**src/rtl/fpu_pkg.sv**
```systemverilog
// Shared FPU definitions: operand type, op codes, the canonical quiet NaN,
// and the sequencer state encoding.
package fpu_pkg;

    typedef logic [31:0] fp32_t;

    localparam logic  OP_ADD  = 1'b0;
    localparam logic  OP_SUB  = 1'b1;
    localparam fp32_t FP_QNAN = 32'h7FC00000;

    typedef enum logic [1:0] {
        IDLE  = 2'd0,
        ISSUE = 2'd1,
        WAIT  = 2'd2,
        RESP  = 2'd3
    } arb_state_e;

endpackage

```
**src/rtl/rr_grant.sv**
```systemverilog
// Combinational round-robin picker: grants the first set request at or after
// ptr_i, scanning upward and wrapping. any_o flags that a grant was made.
module rr_grant #(
    parameter int N = 4
) (
    input  logic [N-1:0]         req_i,
    input  logic [$clog2(N)-1:0] ptr_i,
    output logic [N-1:0]         gnt_o,
    output logic [$clog2(N)-1:0] idx_o,
    output logic                 any_o
);

    localparam int             IW   = $clog2(N);
    localparam logic [IW-1:0]  LAST = IW'(N - 1);

    logic [IW-1:0] scan;

    // Walk the ring once from the pointer; the first hit wins.
    always_comb begin
        gnt_o = '0;
        idx_o = '0;
        any_o = 1'b0;
        scan  = ptr_i;
        for (int k = 0; k < N; k++) begin
            if (!any_o && req_i[scan]) begin
                any_o       = 1'b1;
                idx_o       = scan;
                gnt_o[scan] = 1'b1;
            end
            scan = (scan == LAST) ? '0 : scan + 1'b1;
        end
    end

endmodule

```
**src/rtl/fpu_sp_arbiter.sv**
```systemverilog
// Round-robin sequencer sharing one add and one sub unit among N_REQ
// requesters. One operation in flight: grant, issue pulse, wait for rdy under a
// watchdog, then broadcast a tagged response.
//
// Handshakes: a requester holds req_valid and operands until its req_ready bit
// is seen (combinational, one-hot, only in IDLE). Units receive a one-cycle
// dval pulse and answer with rdy, sampled only while waiting. resp_valid is a
// one-cycle strobe with no backpressure.
module fpu_sp_arbiter
    import fpu_pkg::*;
#(
    parameter int N_REQ   = 4,
    parameter int TIMEOUT = 64,
    parameter int ID_W    = $clog2(N_REQ)
) (
    input  logic                clk,
    input  logic                rst,
    input  logic [N_REQ-1:0]    req_valid,
    input  logic [N_REQ-1:0]    req_op,
    input  logic [N_REQ*32-1:0] req_a,
    input  logic [N_REQ*32-1:0] req_b,
    output logic [N_REQ-1:0]    req_ready,
    output logic                resp_valid,
    output logic [ID_W-1:0]     resp_id,
    output logic [31:0]         resp_data,
    output logic                resp_err,
    output logic                fpu_rst_n,
    output logic [31:0]         fpu_din1,
    output logic [31:0]         fpu_din2,
    output logic                fpu_dval_add,
    output logic                fpu_dval_sub,
    input  logic                fpu_rdy_add,
    input  logic                fpu_rdy_sub,
    input  logic [31:0]         fpu_res_add,
    input  logic [31:0]         fpu_res_sub,
    output logic [1:0]          dbg_state
);

    localparam int CNT_W = $clog2(TIMEOUT);

    arb_state_e        state_q, state_d;
    logic [ID_W-1:0]   rr_ptr_q, rr_ptr_d;
    logic [ID_W-1:0]   id_q, id_d;
    logic              op_q, op_d;
    fp32_t             din1_q, din1_d;
    fp32_t             din2_q, din2_d;
    logic [CNT_W-1:0]  cnt_q, cnt_d;
    logic              dval_add_q, dval_add_d;
    logic              dval_sub_q, dval_sub_d;
    logic              resp_valid_q, resp_valid_d;
    logic [ID_W-1:0]   resp_id_q, resp_id_d;
    fp32_t             resp_data_q, resp_data_d;
    logic              resp_err_q, resp_err_d;
    // Holds off grants for the first cycle after reset.
    logic              boot_q;

    logic [N_REQ-1:0]  gnt;
    logic [ID_W-1:0]   gnt_idx;
    logic              gnt_any;
    logic              grant_en;
    logic              sel_op;
    fp32_t             sel_a, sel_b;
    logic              rdy_sel;
    fp32_t             res_sel;

    rr_grant #(.N(N_REQ)) u_rr_grant (
        .req_i (req_valid),
        .ptr_i (rr_ptr_q),
        .gnt_o (gnt),
        .idx_o (gnt_idx),
        .any_o (gnt_any)
    );

    assign grant_en  = (state_q == IDLE) && !rst && !boot_q;
    assign req_ready = grant_en ? gnt : '0;
    assign rdy_sel   = (op_q == OP_SUB) ? fpu_rdy_sub : fpu_rdy_add;
    assign res_sel   = (op_q == OP_SUB) ? fpu_res_sub : fpu_res_add;

    // Pull the granted requester's op and operands out of the packed buses.
    always_comb begin
        sel_op = 1'b0;
        sel_a  = '0;
        sel_b  = '0;
        for (int i = 0; i < N_REQ; i++) begin
            if (gnt[i]) begin
                sel_op = req_op[i];
                sel_a  = req_a[32*i +: 32];
                sel_b  = req_b[32*i +: 32];
            end
        end
    end

    // Sequencer next-state and registered-output next values.
    always_comb begin
        state_d      = state_q;
        rr_ptr_d     = rr_ptr_q;
        id_d         = id_q;
        op_d         = op_q;
        din1_d       = din1_q;
        din2_d       = din2_q;
        cnt_d        = cnt_q;
        dval_add_d   = 1'b0;
        dval_sub_d   = 1'b0;
        resp_valid_d = 1'b0;
        resp_id_d    = resp_id_q;
        resp_data_d  = resp_data_q;
        resp_err_d   = resp_err_q;
        case (state_q)
            IDLE: begin
                if (grant_en && gnt_any) begin
                    din1_d     = sel_a;
                    din2_d     = sel_b;
                    op_d       = sel_op;
                    id_d       = gnt_idx;
                    rr_ptr_d   = (gnt_idx == ID_W'(N_REQ - 1)) ? '0 : gnt_idx + 1'b1;
                    // Pulse lands in the ISSUE cycle.
                    dval_add_d = (sel_op == OP_ADD);
                    dval_sub_d = (sel_op == OP_SUB);
                    state_d    = ISSUE;
                end
            end
            ISSUE: begin
                cnt_d   = '0;
                state_d = WAIT;
            end
            WAIT: begin
                // rdy beats the watchdog when both happen on the same cycle.
                if (rdy_sel) begin
                    resp_data_d = res_sel;
                    resp_err_d  = 1'b0;
                    state_d     = RESP;
                end else if (cnt_q == CNT_W'(TIMEOUT - 1)) begin
                    resp_data_d = FP_QNAN;
                    resp_err_d  = 1'b1;
                    state_d     = RESP;
                end else begin
                    cnt_d = cnt_q + 1'b1;
                end
            end
            RESP: begin
                resp_valid_d = 1'b1;
                resp_id_d    = id_q;
                state_d      = IDLE;
            end
            default: state_d = IDLE;
        endcase
    end

    // State and output registers with synchronous reset.
    always_ff @(posedge clk) begin
        if (rst) begin
            state_q      <= IDLE;
            rr_ptr_q     <= '0;
            id_q         <= '0;
            op_q         <= 1'b0;
            din1_q       <= '0;
            din2_q       <= '0;
            cnt_q        <= '0;
            dval_add_q   <= 1'b0;
            dval_sub_q   <= 1'b0;
            resp_valid_q <= 1'b0;
            resp_id_q    <= '0;
            resp_data_q  <= '0;
            resp_err_q   <= 1'b0;
            boot_q       <= 1'b1;
        end else begin
            state_q      <= state_d;
            rr_ptr_q     <= rr_ptr_d;
            id_q         <= id_d;
            op_q         <= op_d;
            din1_q       <= din1_d;
            din2_q       <= din2_d;
            cnt_q        <= cnt_d;
            dval_add_q   <= dval_add_d;
            dval_sub_q   <= dval_sub_d;
            resp_valid_q <= resp_valid_d;
            resp_id_q    <= resp_id_d;
            resp_data_q  <= resp_data_d;
            resp_err_q   <= resp_err_d;
            boot_q       <= 1'b0;
        end
    end

    // A timed-out unit is flushed during the RESP cycle.
    assign fpu_rst_n    = ~rst & ~((state_q == RESP) & resp_err_q);
    assign fpu_din1     = din1_q;
    assign fpu_din2     = din2_q;
    assign fpu_dval_add = dval_add_q;
    assign fpu_dval_sub = dval_sub_q;
    assign resp_valid   = resp_valid_q;
    assign resp_id      = resp_id_q;
    assign resp_data    = resp_data_q;
    assign resp_err     = resp_err_q;
    assign dbg_state    = state_q;

endmodule

```
**config.mk**
```make
export PLATFORM = sky130hd
export DESIGN_NAME = fpu_sp_arbiter
export DESIGN_NICKNAME = d
export VERILOG_FILES = /design/src/rtl/fpu_pkg.sv /design/src/rtl/rr_grant.sv /design/src/rtl/fpu_sp_arbiter.sv
export SDC_FILE = /design/constraint.sdc
export NUM_CORES = 1
export LEC_CHECK = 0
export BUFFER_PORTS_ARGS = -buffer_cell sky130_fd_sc_hd__buf_2
export CAP_MARGIN = 10
export CORE_AREA = 2 2 173 175
export CTS_CLUSTER_DIAMETER = 200
export DETAILED_ROUTE_END_ITERATION = 6
export DIE_AREA = 0 0 175 177
export GPL_TIMING_DRIVEN = 0
export PLACE_DENSITY = 0.64
export SKIP_LAST_GASP = 1
export SLEW_MARGIN = 15
export SYNTH_ARGS = -nofsm -noshare
export SYNTH_HDL_FRONTEND = slang
export SYNTH_SLANG_ARGS = --single-unit
```
**constraint.sdc**
```tcl
create_clock -name clk -period 5.3 [get_ports clk]
set_input_delay 0.265 -clock clk [delete_from_list [all_inputs] [get_ports clk]]
set_output_delay 0.265 -clock clk [all_outputs]
set_load 0.02 [all_outputs]
```
==> results of run 1 <==
==> placed cells by master, fill, tap and decap left out, types with 6 or more instances in the layout <==
cell type,n
a211oi_1,10
a21oi_1,6
a22oi_1,38
a22oi_2,50
a311oi_1,70
a31oi_1,67
buf_2,454
buf_6,17
clkbuf_1,62
clkbuf_16,17
dfxtp_1,116
diode_2,9
ha_1,12
inv_1,75
mux2_2,29
mux2i_1,20
nand2_1,9
nand3_1,8
nor2_1,113
nor2b_1,6
nor3_1,6
o21ai_0,7
o31ai_1,6
o31ai_2,61
==> sequential cells by signal, summed over array words and instances, names as in the netlist <==
signal,cells
id_q,2
op_q,1
resp_id,2
fpu_dval_sub,1
rr_ptr_q,2
fpu_din1,32
cnt_q,6
resp_data,32
boot_q,1
dbg_state,2
resp_valid,1
resp_err,1
fpu_dval_add,1
fpu_din2,32
==> routing by layer <==
layer	vias to the layer above	share of wire, %	track usage [%]
met5	-	0.12	0
met4	6	3.0	8.403
met3	57	7.6	4.725
met2	453	51	40.69
met1	4201	38	24.46
li1	4245	-	-
==> cells by family (layout without fill, tap and decap cells) <==
logic type	after synthesis	after routing	synth area share, %
AOI/OAI and AO/OA	343	343	40.18
buffers and inverters	173	645	10.39
and+or+nand+nor	169	169	10.03
DFF	116	116	29.75
muxes	52	52	7.613
adders and majority gates	12	12	1.923
xor gates and xnor gates	1	1	0.1122
other	0	9	0
==> synth_stat cells (2+ instances only) <==
master	number	area, µm²
clkbuf_1	61	229.0
and4_1	2	17.52
mux2i_1	20	200.2
nand2b_1	3	18.77
buf_4	4	30.03
a21oi_2	2	17.52
nand3_1	8	40.04
mux4_2	2	45.04
a22oi_1	38	285.3
and2_1	4	25.02
o31ai_2	61	763.2
dfxtp_1	116	2322
o21ai_0	7	35.03
inv_1	75	281.5
a31oi_1	67	419.2
o22ai_1	2	12.51
o31ai_1	6	45.04
o21ai_1	3	15.01
nand2_1	9	33.78
o211ai_1	3	22.52
mux2_2	29	326.6
nor2b_1	6	37.54
nor2_1	113	424.2
or3b_1	2	17.52
nor3_1	6	30.03
ha_1	12	150.1
buf_2	15	75.07
o21a_1	3	22.52
nand3b_1	2	15.01
buf_6	17	191.4
a211oi_1	10	75.07
a22oi_2	50	625.6
o211a_1	2	20.02
a21oi_1	6	30.03
a311oi_1	70	613.1
==> power breakdown <==
part	internal, mW	switching, mW
logic	1.42	2.49
registers	1.20	0.218
clock network	0.848	0.464
==> layout make-up <==
type / instances / area share (%)
sequential: 116 / 20.78
multi-input combinational: 577 / 41.83
buffer: 98 / 4.737
antenna: 9 / 0.2016
clock inverter: 13 / 1.848
clock buffer: 19 / 3.964
timing repair buffer: 440 / 19.75
tap: 390 / 4.367
inverter: 75 / 2.520
==> worst paths after layout <==
path               start  cells after the start            to
max          rr_ptr_q[0]                     12  req_ready[0]
max reg2reg  rr_ptr_q[0]                     13  fpu_din2[25]
min           req_a[105]                      3   fpu_din1[9]
min reg2reg  fpu_din1[4]                      2   fpu_din1[4]
==> stage by stage <==
| step | cells | setup slack (ns) | utilization [%] | hold WS (ns) | total power, mW |
|---|---|---|---|---|---|
| finish | 1737 | 0.8919 | 38.21 | 0.07901 | 6.635 |
| global route | 1733 | 0.6554 | 38.17 | 0.07215 | 7.055 |
| CTS | 1728 | 0.8123 | 38.13 | 0.05704 | 6.692 |
| detailed placement | 1695 | 1.095 | 35.87 | 0.3844 | 5.357 |
| global placement | 1695 | 1.145 | 35.87 | 0.3810 | 5.311 |
| floorplan | 866 | 2.345 | - | 0.2927 | 4.072 |
==> worst register-to-register path: stages, from the launching register on <==
cell and delay [ns]:
dfxtp_1 0.49, buf_6 0.21, inv_1 0.15, ha_1 0.42, buf_4 0.22, nand2_1 0.08
o32ai_2 0.50, nand3_1 0.20, and3_1 0.22, buf_2 0.15, buf_6 0.18, clkbuf_1 0.31
a311oi_1 0.72, o31ai_2 0.13
==> results by group, run 1 <==
Placement
  • Post-DP Area: 10490 µm²
  • Number of buffers added on ports: 439
  • Routability cong.: 0.9538
  • Post-DP HPWL: 27990 µm

Floorplanning
  • Initial Util: 26.69%
  • Num rows: 63
  • Die ar.: 30980 µm²
  • Die width: 175 µm
  • Core Box Area: 29240 µm²
  • IO Pins: 441
  • Die height: 177 µm

Clocking
  • Setup bufs post-CTS: 0
  • Hold_buf cts: 1
  • # resized after CTS: 0
  • CTS Buf Count: 17
  • Clock root buffer: clkbuf_16
  • CTS tree: yes
  • Max Root-Sink Buffers: 2
  • Clock-pin slew on the worst setup and hold paths: 0.06 ns
  • CTS Sinks: 116
  • Clk Latency, worst-skew pair: 0.42 ns
  • H-tree depth: 4

Global routing
  • Largest net degree at the start of global routing: 17
  • Vias in the first global route: 8933
  • Overflow after GRT: 0
  • Initial antenna violation count: 11
  • First-pass GRT wire length: 51620 µm
  • GRT Util Overall: 21.95%

Outcome
  • Status: complete, no violations

Drt
  • Routed via count: 8962
  • WL final: 35480 µm
  • Drt first pass iters: 5
  • Drt first-iter violations: 444
  • Residual DRC count: 0
  • Wire per inst: 20.42 µm
  • Detail Route Antenna Nets: 0
  • Via/cell ratio: 5.159

Logic synthesis
  • Post-synth EDFFs: 0
  • Synth Cell Area: 7806 µm²
  • Warnings from Yosys: 0
  • FF+latch count, synth: 116
  • Syn Area/Cell: 9.014 µm²
  • Post-Syn Instances: 866
  • Main flop type after synthesis: dfxtp_1
  • Syn_nets: 1210
  • Fraction of registers with async set/reset: 0%
  • Sequential area share after synthesis: 29.75%
  • Synth unique cells: 65

Pwr
  • VDD IR max: 0.2130 mV
  • Power density of the placed cells: 593.8 nW/µm²
  • Lkg Pwr: 5.026 nW

Finish
  • FF+latch area: 2322 µm²
  • Design area: 11170 µm²
  • Fin nets: 1669
  • Fill cells: 3027
  • Synth-to-Final Area Change: 43.13%
  • Layout cell share with drive strength beyond 1: 49.40%
  • Multi-input gate area: 4673 µm²

STA
  • Period utilization: 83.17%
  • Worst Max-Slew Pin Slew: 0.9815 ns
  • Final slew viol count: 0
  • Max-slew headroom: 34.57%
  • Clk_skew: 0.01070 ns
  • RSZ-0062 raised after global routing: false
  • TNS Setup: 0 ns
  • Fmax: 226.9 MHz
  • Final setup violating endpoints: 0
  • Hold Vio Cnt, Final: 0
  • Tmin final: 4.408 ns

Setup path
  • Most common cell on crit path: buf_2
  • CP peak stage delay: 0.50 ns
  • Worst path arrival time: 4.14 ns
  • Worst Path Max Fanout: 10
  • Kind of critical path: flop to output port
  • Worst path required time: 5.04 ns
  • Buf+Inv Stages, Crit Path: 6
  • Reg-to-reg slack, setup: 1.20 ns
  • Startpoint types: flop
  • CP max stage cell: o32ai_2
  • CP Capture Type: output port
  • Critical Path, Cell by Cell: buf_6, inv_1, ha_1, buf_4, nand2_1, o32ai_2, o21ai_1, o221ai_2, buf_2, buf_2, and2_1, buf_2
  • Crit-path leading delay family: buffers and inverters

Worst hold path
  • Min-delay worst type: input pin to flop

Job
  • Max Cap Viol: 0
Power figures use the tool's default switching activity.
==> run 2, diff against run 1 <==
- PLACE_DENSITY: 0.64 -> 0.66
- clock period: 5.3 -> 3.85 ns (I/O delays scaled with it)
==> results by group, run 2 (synthesized netlist as in run 1, its figures left out) <==
Outcome
  • Status: complete, no violations

Global routing
  • First-pass GRT wire length: 51230 µm (-0.75%)
  • GRT Util Overall: 21.80% (-0.15 points)
  • Vias in the first global route: 9224 (+3.3%)
  • Initial antenna violation count: 7 (-4)
  • Largest net degree at the start of global routing: 20 (+3)
  • Overflow after GRT: 0 (unchanged)

Drt
  • Drt first-iter violations: 507 (+14%)
  • Via/cell ratio: 5.192 (+0.63%)
  • Drt first pass iters: 7 (+2)
  • Detail Route Antenna Nets: 0 (unchanged)
  • Routed via count: 9195 (+2.6%)
  • Wire per inst: 20.06 µm (-1.8%)
  • Residual DRC count: 0 (unchanged)
  • WL final: 35530 µm (+0.16%)

Floorplanning
  • Core Box Area: 29240 µm² (unchanged)
  • Initial Util: 26.69% (unchanged)
  • IO Pins: 441 (unchanged)
  • Die height: 177 µm (unchanged)
  • Die ar.: 30980 µm² (unchanged)
  • Die width: 175 µm (unchanged)
  • Num rows: 63 (unchanged)

Worst hold path
  • Hold Path Depth: 3 (unchanged)
  • Hold worst-path end: fpu_din2[9]
  • Min-delay worst type: input pin to flop
  • Critical hold path startpoint: req_b[105]

Job
  • Max Cap Viol: 0 (unchanged)

STA
  • RSZ-0062 raised after global routing: true
  • Worst Max-Slew Pin Slew: 0.9597 ns (-0.02174 ns)
  • Fmax: 269.7 MHz
  • Tmin final: 3.708 ns
  • Max-slew headroom: 36.02% (+1.4 points)
  • Hold Vio Cnt, Final: 0 (unchanged)
  • Final setup violating endpoints: 0 (unchanged)
  • Final slew viol count: 0 (unchanged)
  • Period utilization: 96.32%
  • TNS Setup: 0 ns (unchanged)
  • Clk_skew: 0.01220 ns (+0.001502 ns)

Pwr
  • Power density of the placed cells: 785.5 nW/µm² (+32%)
  • Switch share: 48.59% (+0.83 points)
  • Overall power: 9.084 mW (+37%)
  • Clk pwr share: 17.6% (-2.2 points)
  • P_int: 4.670 mW (+35%)
  • Comb pwr share: 60.9% (+2.0 points)
  • Sw Pwr: 4.414 mW (+39%)
  • Lkg Pwr: 5.172 nW (+2.9%)
  • Seq pwr share: 21.5% (+0.2 points)
  • VDD IR max: 0.2642 mV (+24%)

Setup path
  • Critical Path Source: rr_ptr_q[0]
  • Worst path required time: 3.66 ns (-1.38 ns)
  • Critical R2R Launch: rr_ptr_q[0]
  • CP max stage cell: dfxtp_2
  • Reg-to-reg slack, setup: 0.17 ns (-1.03 ns)
  • Worst path arrival time: 3.52 ns (-0.62 ns)
  • FF-to-FF End: fpu_din1[18]
  • Crit-path leading delay family: buffers and inverters
  • Worst Path Max Fanout: 10 (unchanged)
  • CP Capture Type: output port
  • Critical path depth in cells: 13 (+1)
  • Reg2Reg Depth: 13 (unchanged)
  • Startpoint types: flop
  • Critical Path, Cell by Cell: buf_6, inv_1, ha_4, buf_4, nand2_1, o32ai_4, buf_4, nand3_1, and3_1, buf_2, clkbuf_2, nor2_1, buf_2
  • Buf+Inv Stages, Crit Path: 7 (+1)
  • CP peak stage delay: 0.40 ns (-0.10 ns)
  • Kind of critical path: flop to output port

Clocking
  • Clock root buffer: clkbuf_16
  • Max Root-Sink Buffers: 2 (unchanged)
  • Clk Latency, worst-skew pair: 0.42 ns (about the same)
  • H-tree depth: 4 (unchanged)
  • Clock-pin slew on the worst setup and hold paths: 0.06 ns (about the same)
  • CTS tree: yes
  • CTS Buf Count: 17 (unchanged)
  • CTS Sinks: 116 (unchanged)

Placement
  • Post-DP Area: 10490 µm² (unchanged)
  • Routability cong.: 0.8979 (-5.9%)
  • Post-DP HPWL: 27950 µm (-0.12%)
  • Number of buffers added on ports: 439 (unchanged)

Finish
  • Most frequent cells in the layout: buf_2, dfxtp_1, nor2_1
  • Layout cell share with drive strength beyond 1: 48.98% (-0.42 points)
  • Fin nets: 1707 (+2.3%)
  • Design area: 11560 µm² (+3.5%)
  • Synth-to-Final Area Change: 48.13%
  • Commonest non-fill, non-tap cell in the layout: buf_2
run 2: cell count changes in the layout (fill, tap and decap cells not counted), moves of 4 or more:
cell,change
clkbuf_1,-6
diode_2,-4
clkbuf_2,+4
buf_2,-4
dlygate4sd3_1,+36
bufinv_16,-4
clkinvlp_4,+4
run 2: layer usage:
layer	share of wire [%]	vias to the layer above	track usage (%)
li1	-	4298	-
met1	38	4392	23.44
met2	52	446	40.97
met3	7.2	55	5.326
met4	2.6	4	8.403
met5	0.076	-	0
run 2: how the worst max path moves through the flow:
| stage | end |
|---|---|
| finish | req_ready[1] |
| global route | fpu_din1[18] |
| CTS | req_ready[0] |
| detailed placement | fpu_din1[18] |
| global placement | fpu_din1[18] |
| floorplan | fpu_din1[0] |
run 2: worst reg2reg max path, delay by kind of cell, from the launching register on:
family / cells / cell delay (ns)
and+or+nand+nor: 2 / 0.23
DFF: 1 / 0.40
AOI/OAI and AO/OA: 4 / 0.85
buffers and inverters: 6 / 1.77
adders and majority gates: 1 / 0.32
run 2: power by group through the flow:
| stage | combinational, mW | sequential [mW] | clock (mW) |
|---|---|---|---|
| global route | 5.94 | 2.00 | 1.69 |
| detailed placement | 5.40 | 1.96 | 0 |
| floorplan | 3.17 | 2.44 | 0 |
| global placement | 5.33 | 1.96 | 0 |
| CTS | 5.48 | 1.95 | 1.63 |
| finish | 5.53 | 1.95 | 1.60 |
run 2: repair_timing:
| action | in CTS | in global routing |
|---|---|---|
| pin swaps | 0 | 2 |
| hold buffers | 37 | 0 |
| buffers inserted | 0 | 3 |
| endpoints found under the hold margin | 37 | 0 |
| resized for setup | 10 | 12 |
| setup endpoints to repair | 15 | 57 |
run 2: final cells by class:
| type | count | area (µm²) |
|---|---|---|
| fill | 3003 | 17680 |
| multi-input combinational | 577 | 4737 |
| timing repair buffer | 479 | 2590 |
| sequential | 116 | 2323 |
| buffer | 97 | 548.0 |
| tap | 390 | 488.0 |
| clock buffer | 21 | 480.5 |
| inverter | 75 | 281.5 |
| clock inverter | 11 | 102.6 |
| antenna | 5 | 12.51 |
run 2: stage by stage:
step	worst slack (ns)	utilization, %	hold slack (ns)	instances
after global routing	-0.02468	39.53	0.004125	1770
after CTS	-0.1819	39.29	0.0008720	1763
after floorplan	0.8950	-	0.2202	866
after detailed placement	-0.1573	35.87	0.3189	1695
after global placement	-0.06578	35.87	0.3203	1695
final	0.1416	39.54	0.02216	1771
==> run 3, diff against run 2 <==
- PLACE_DENSITY: 0.66 -> 0.64
- SYNTH_HIERARCHICAL: unset -> 1
==> results by group, run 3 <==
Floorplanning
  • Initial Util: 24.36% (-2.3 points)
  • Die height: 177 µm (unchanged)
  • Die width: 175 µm (unchanged)
  • Die ar.: 30980 µm² (unchanged)
  • IO Pins: 441 (unchanged)
  • Num rows: 63 (unchanged)
  • Core Box Area: 29240 µm² (unchanged)

Pwr
  • VDD IR max: 0.2772 mV (+4.9%)
  • Lkg Pwr: 4.817 nW (-6.9%)
  • Comb pwr share: 57.6% (-3.3 points)
  • Power density of the placed cells: 717.1 nW/µm² (-8.7%)
  • Seq pwr share: 21.4% (about the same)
  • P_int: 3.996 mW (-14%)
  • Sw Pwr: 3.575 mW (-19%)
  • Switch share: 47.22% (-1.4 points)
  • Clk pwr share: 21.0% (+3.4 points)

Logic synthesis
  • Sequential area share after synthesis: 32.60% (+2.8 points)
  • Post-synth top area share: 32.60% (+2.8 points)
  • Post-Syn Instances: 901 (+4.0%)
  • Syn_nets: 1247 (+3.1%)
  • FF+latch count, synth: 116 (unchanged)
  • Post-Synth Simple-Gate Area: 20.00% (+10 points)
  • Syn Area/Cell: 7.907 µm² (-12%)
  • Fraction of registers with async set/reset: 0% (unchanged)
  • Top cells by count, synth: dfxtp_1, a21oi_1, inv_1, nor2_1, a211oi_1
  • Warnings from Yosys: 6 (+6)
  • Synth unique cells: 54 (-17%)
  • Post-synth EDFFs: 0 (unchanged)
  • Post-synthesis mux area share: 5.866% (-1.7 points)
  • Compound-gate portion of the synthesized area: 28.64% (-12 points)
  • Cell taking the most area after synthesis: dfxtp_1
  • Top-count cell post-synth: dfxtp_1
  • Main flop type after synthesis: dfxtp_1
  • Largest cells by area after synthesis: dfxtp_1, a221oi_1, a211oi_1
  • Adder-Cell Fraction of Synth Area: 2.459% (+0.54 points)
  • Synth Cell Area: 7124 µm² (-8.7%)
  • Largest family of logic cells by synthesized area: compound AO/OA/AOI/OAI gates
  • Post-Synth XOR/XNOR Area: 0% (-0.11 points)

Clocking
  • CTS Sinks: 116 (unchanged)
  • CTS tree: yes
  • Clk Latency, worst-skew pair: 0.41 ns (about the same)
  • Clock-pin slew on the worst setup and hold paths: 0.07 ns (about the same)
  • CTS Buf Count: 17 (unchanged)
  • H-tree depth: 4 (unchanged)
  • Max Root-Sink Buffers: 2 (unchanged)
  • Clock root buffer: clkbuf_16

Global routing
  • Vias in the first global route: 8735 (-5.3%)
  • Initial antenna violation count: 0 (-7)
  • GRT Util Overall: 20.47% (-1.3 points)
  • Overflow after GRT: 0 (unchanged)
  • Largest net degree at the start of global routing: 17 (-15%)
  • First-pass GRT wire length: 48900 µm (-4.6%)

STA
  • Hold Vio Cnt, Final: 0 (unchanged)
  • RSZ-0062 raised after global routing: true
  • Tmin final: 3.707 ns (-0.001268 ns)
  • TNS Setup: 0 ns (unchanged)
  • Clk_skew: 0.01245 ns (+0.0002509 ns)
  • Fmax: 269.8 MHz (about the same)
  • Max-slew headroom: 43.49% (+7.5 points)
  • Final setup violating endpoints: 0 (unchanged)
  • Period utilization: 96.29% (about the same)
  • Worst Max-Slew Pin Slew: 0.8477 ns (-0.1120 ns)
  • Final slew viol count: 0 (unchanged)

Job
  • Max Cap Viol: 0 (unchanged)

Drt
  • WL final: 33600 µm (-5.4%)
  • Drt first-iter violations: 579 (+14%)
  • Wire per inst: 19.06 µm (-5.0%)
  • Top Layer Used: met4
  • Met3 wire length: 2545 µm (+0.12%)
  • Via/cell ratio: 5.124 (-1.3%)
  • Residual DRC count: 0 (unchanged)
  • Met2 wire len: 16470 µm (-12%)
  • Detail Route Antenna Nets: 0 (unchanged)
  • Metal-1 WL: 13730 µm (+2.2%)
  • Routed via count: 9033 (-1.8%)
  • Drt first pass iters: 5 (-2)

Finish
  • Layout cell share with drive strength beyond 1: 40.45% (-8.5 points)
  • Fill cells: 3145 (+4.7%)
  • Design area: 10560 µm² (-8.7%)
  • Commonest non-fill, non-tap cell in the layout: buf_2
  • Most frequent cells in the layout: buf_2, dfxtp_1, a21oi_1
  • Fin nets: 1705 (-0.12%)
  • Synth-to-Final Area Change: 48.19% (about the same)

Placement
  • Routability cong.: 0.9389 (+4.6%)
  • Number of buffers added on ports: 437 (-0.46%)
  • Post-DP HPWL: 26580 µm (-4.9%)
  • Post-DP Area: 9799 µm² (-6.6%)

Worst hold path
  • Min-delay worst type: input pin to flop

Setup path
  • CP Capture Type: flop
  • Kind of critical path: flop to flop
  • Worst path arrival time: 3.98 ns (+0.46 ns)
  • Startpoint types: flop
  • Worst Path Max Fanout: 10 (unchanged)
  • Worst path required time: 4.12 ns (+0.46 ns)

Outcome
  • Status: complete, no violations
run 3: path summary, 6_finish.rpt:
check / endpoint / slack [ns] / start / cells past startpoint
worst max-delay path: fpu_din1[21] / 0.14 / rr_ptr_q[0] / 13
worst min-delay path: resp_data[11] / 0.04 / fpu_res_add[11] / 3
worst max register to register: fpu_din1[21] / 0.14 / rr_ptr_q[0] / 13
worst min register to register: resp_data[1] / 0.46 / resp_data[1] / 1
run 3: cell families after synthesis:
group / count (synthesis)
AO/OA/AOI/OAI: 288
adder cells (fa/ha/maj): 14
buffers and inverters: 176
flip-flops: 116
multiplexers: 39
AND/OR/NAND/NOR: 268
run 3: power groups by stage:
stage | Combinational [mW] | Clock (mW) | Sequential (mW)
after global routing | 4.70 | 1.68 | 1.65
final | 4.36 | 1.59 | 1.62
after CTS | 4.24 | 1.64 | 1.62
after floorplan | 2.44 | 0 | 1.91
after detailed placement | 4.15 | 0 | 1.64
after global placement | 4.11 | 0 | 1.63
run 3: critical path, stage by stage (launching register included):
cell      delay (ns)
dfxtp_2         0.39
buf_4           0.20
inv_1           0.13
ha_1            0.39
mux2_2          0.42
nor2_1          0.13
o21ai_0         0.13
nor2_1          0.27
a221o_1         0.29
buf_6           0.20
clkbuf_1        0.52
a221oi_1        0.14
a211oi_1        0.27
nor3_1          0.09
run 3: per-stage QoR:
stage / total power [mW] / hold WS [ns] / setup slack [ns] / utilization [%] / instances
final: 7.571 / 0.04363 / 0.1429 / 36.10 / 1763
after global routing: 8.034 / 0.03364 / -0.01871 / 36.09 / 1762
after CTS: 7.499 / 0.02343 / -0.1937 / 35.75 / 1760
after detailed placement: 5.791 / 0.3992 / -0.8674 / 33.51 / 1728
after global placement: 5.740 / 0.3947 / -0.7265 / 33.51 / 1728
after floorplan: 4.356 / 0.2202 / 0.7227 / - / 901
run 3: area by class of cell:
type	count	area [µm²]	area share, %
Clock inverter	15	147.6	1.398
Inverter	78	294.0	2.785
Tap cell	390	488.0	4.622
Clock buffer	17	425.4	4.029
Antenna cell	1	2.502	0.02370
Sequential cell	116	2325	22.02
Buffer	95	513.0	4.859
Multi-Input combinational cell	609	4135	39.17
Timing Repair Buffer	442	2227	21.10
run 3: what timing repair did:
| action | in CTS | in global routing |
|---|---|---|
| hold buffers | 1 | 0 |
| resized for setup | 25 | 44 |
| pin swaps | 1 | 6 |
| setup endpoints to repair | 77 | 72 |
| hold endpoints to repair | 1 | 0 |
| buffers inserted | 0 | 4 |
run 3: routing by layer:
layer	up-vias	GRT usage (%)
met5	-	0
met4	0	6.146
met3	49	4.424
met2	497	36.87
met1	4237	24.31
li1	4250	-
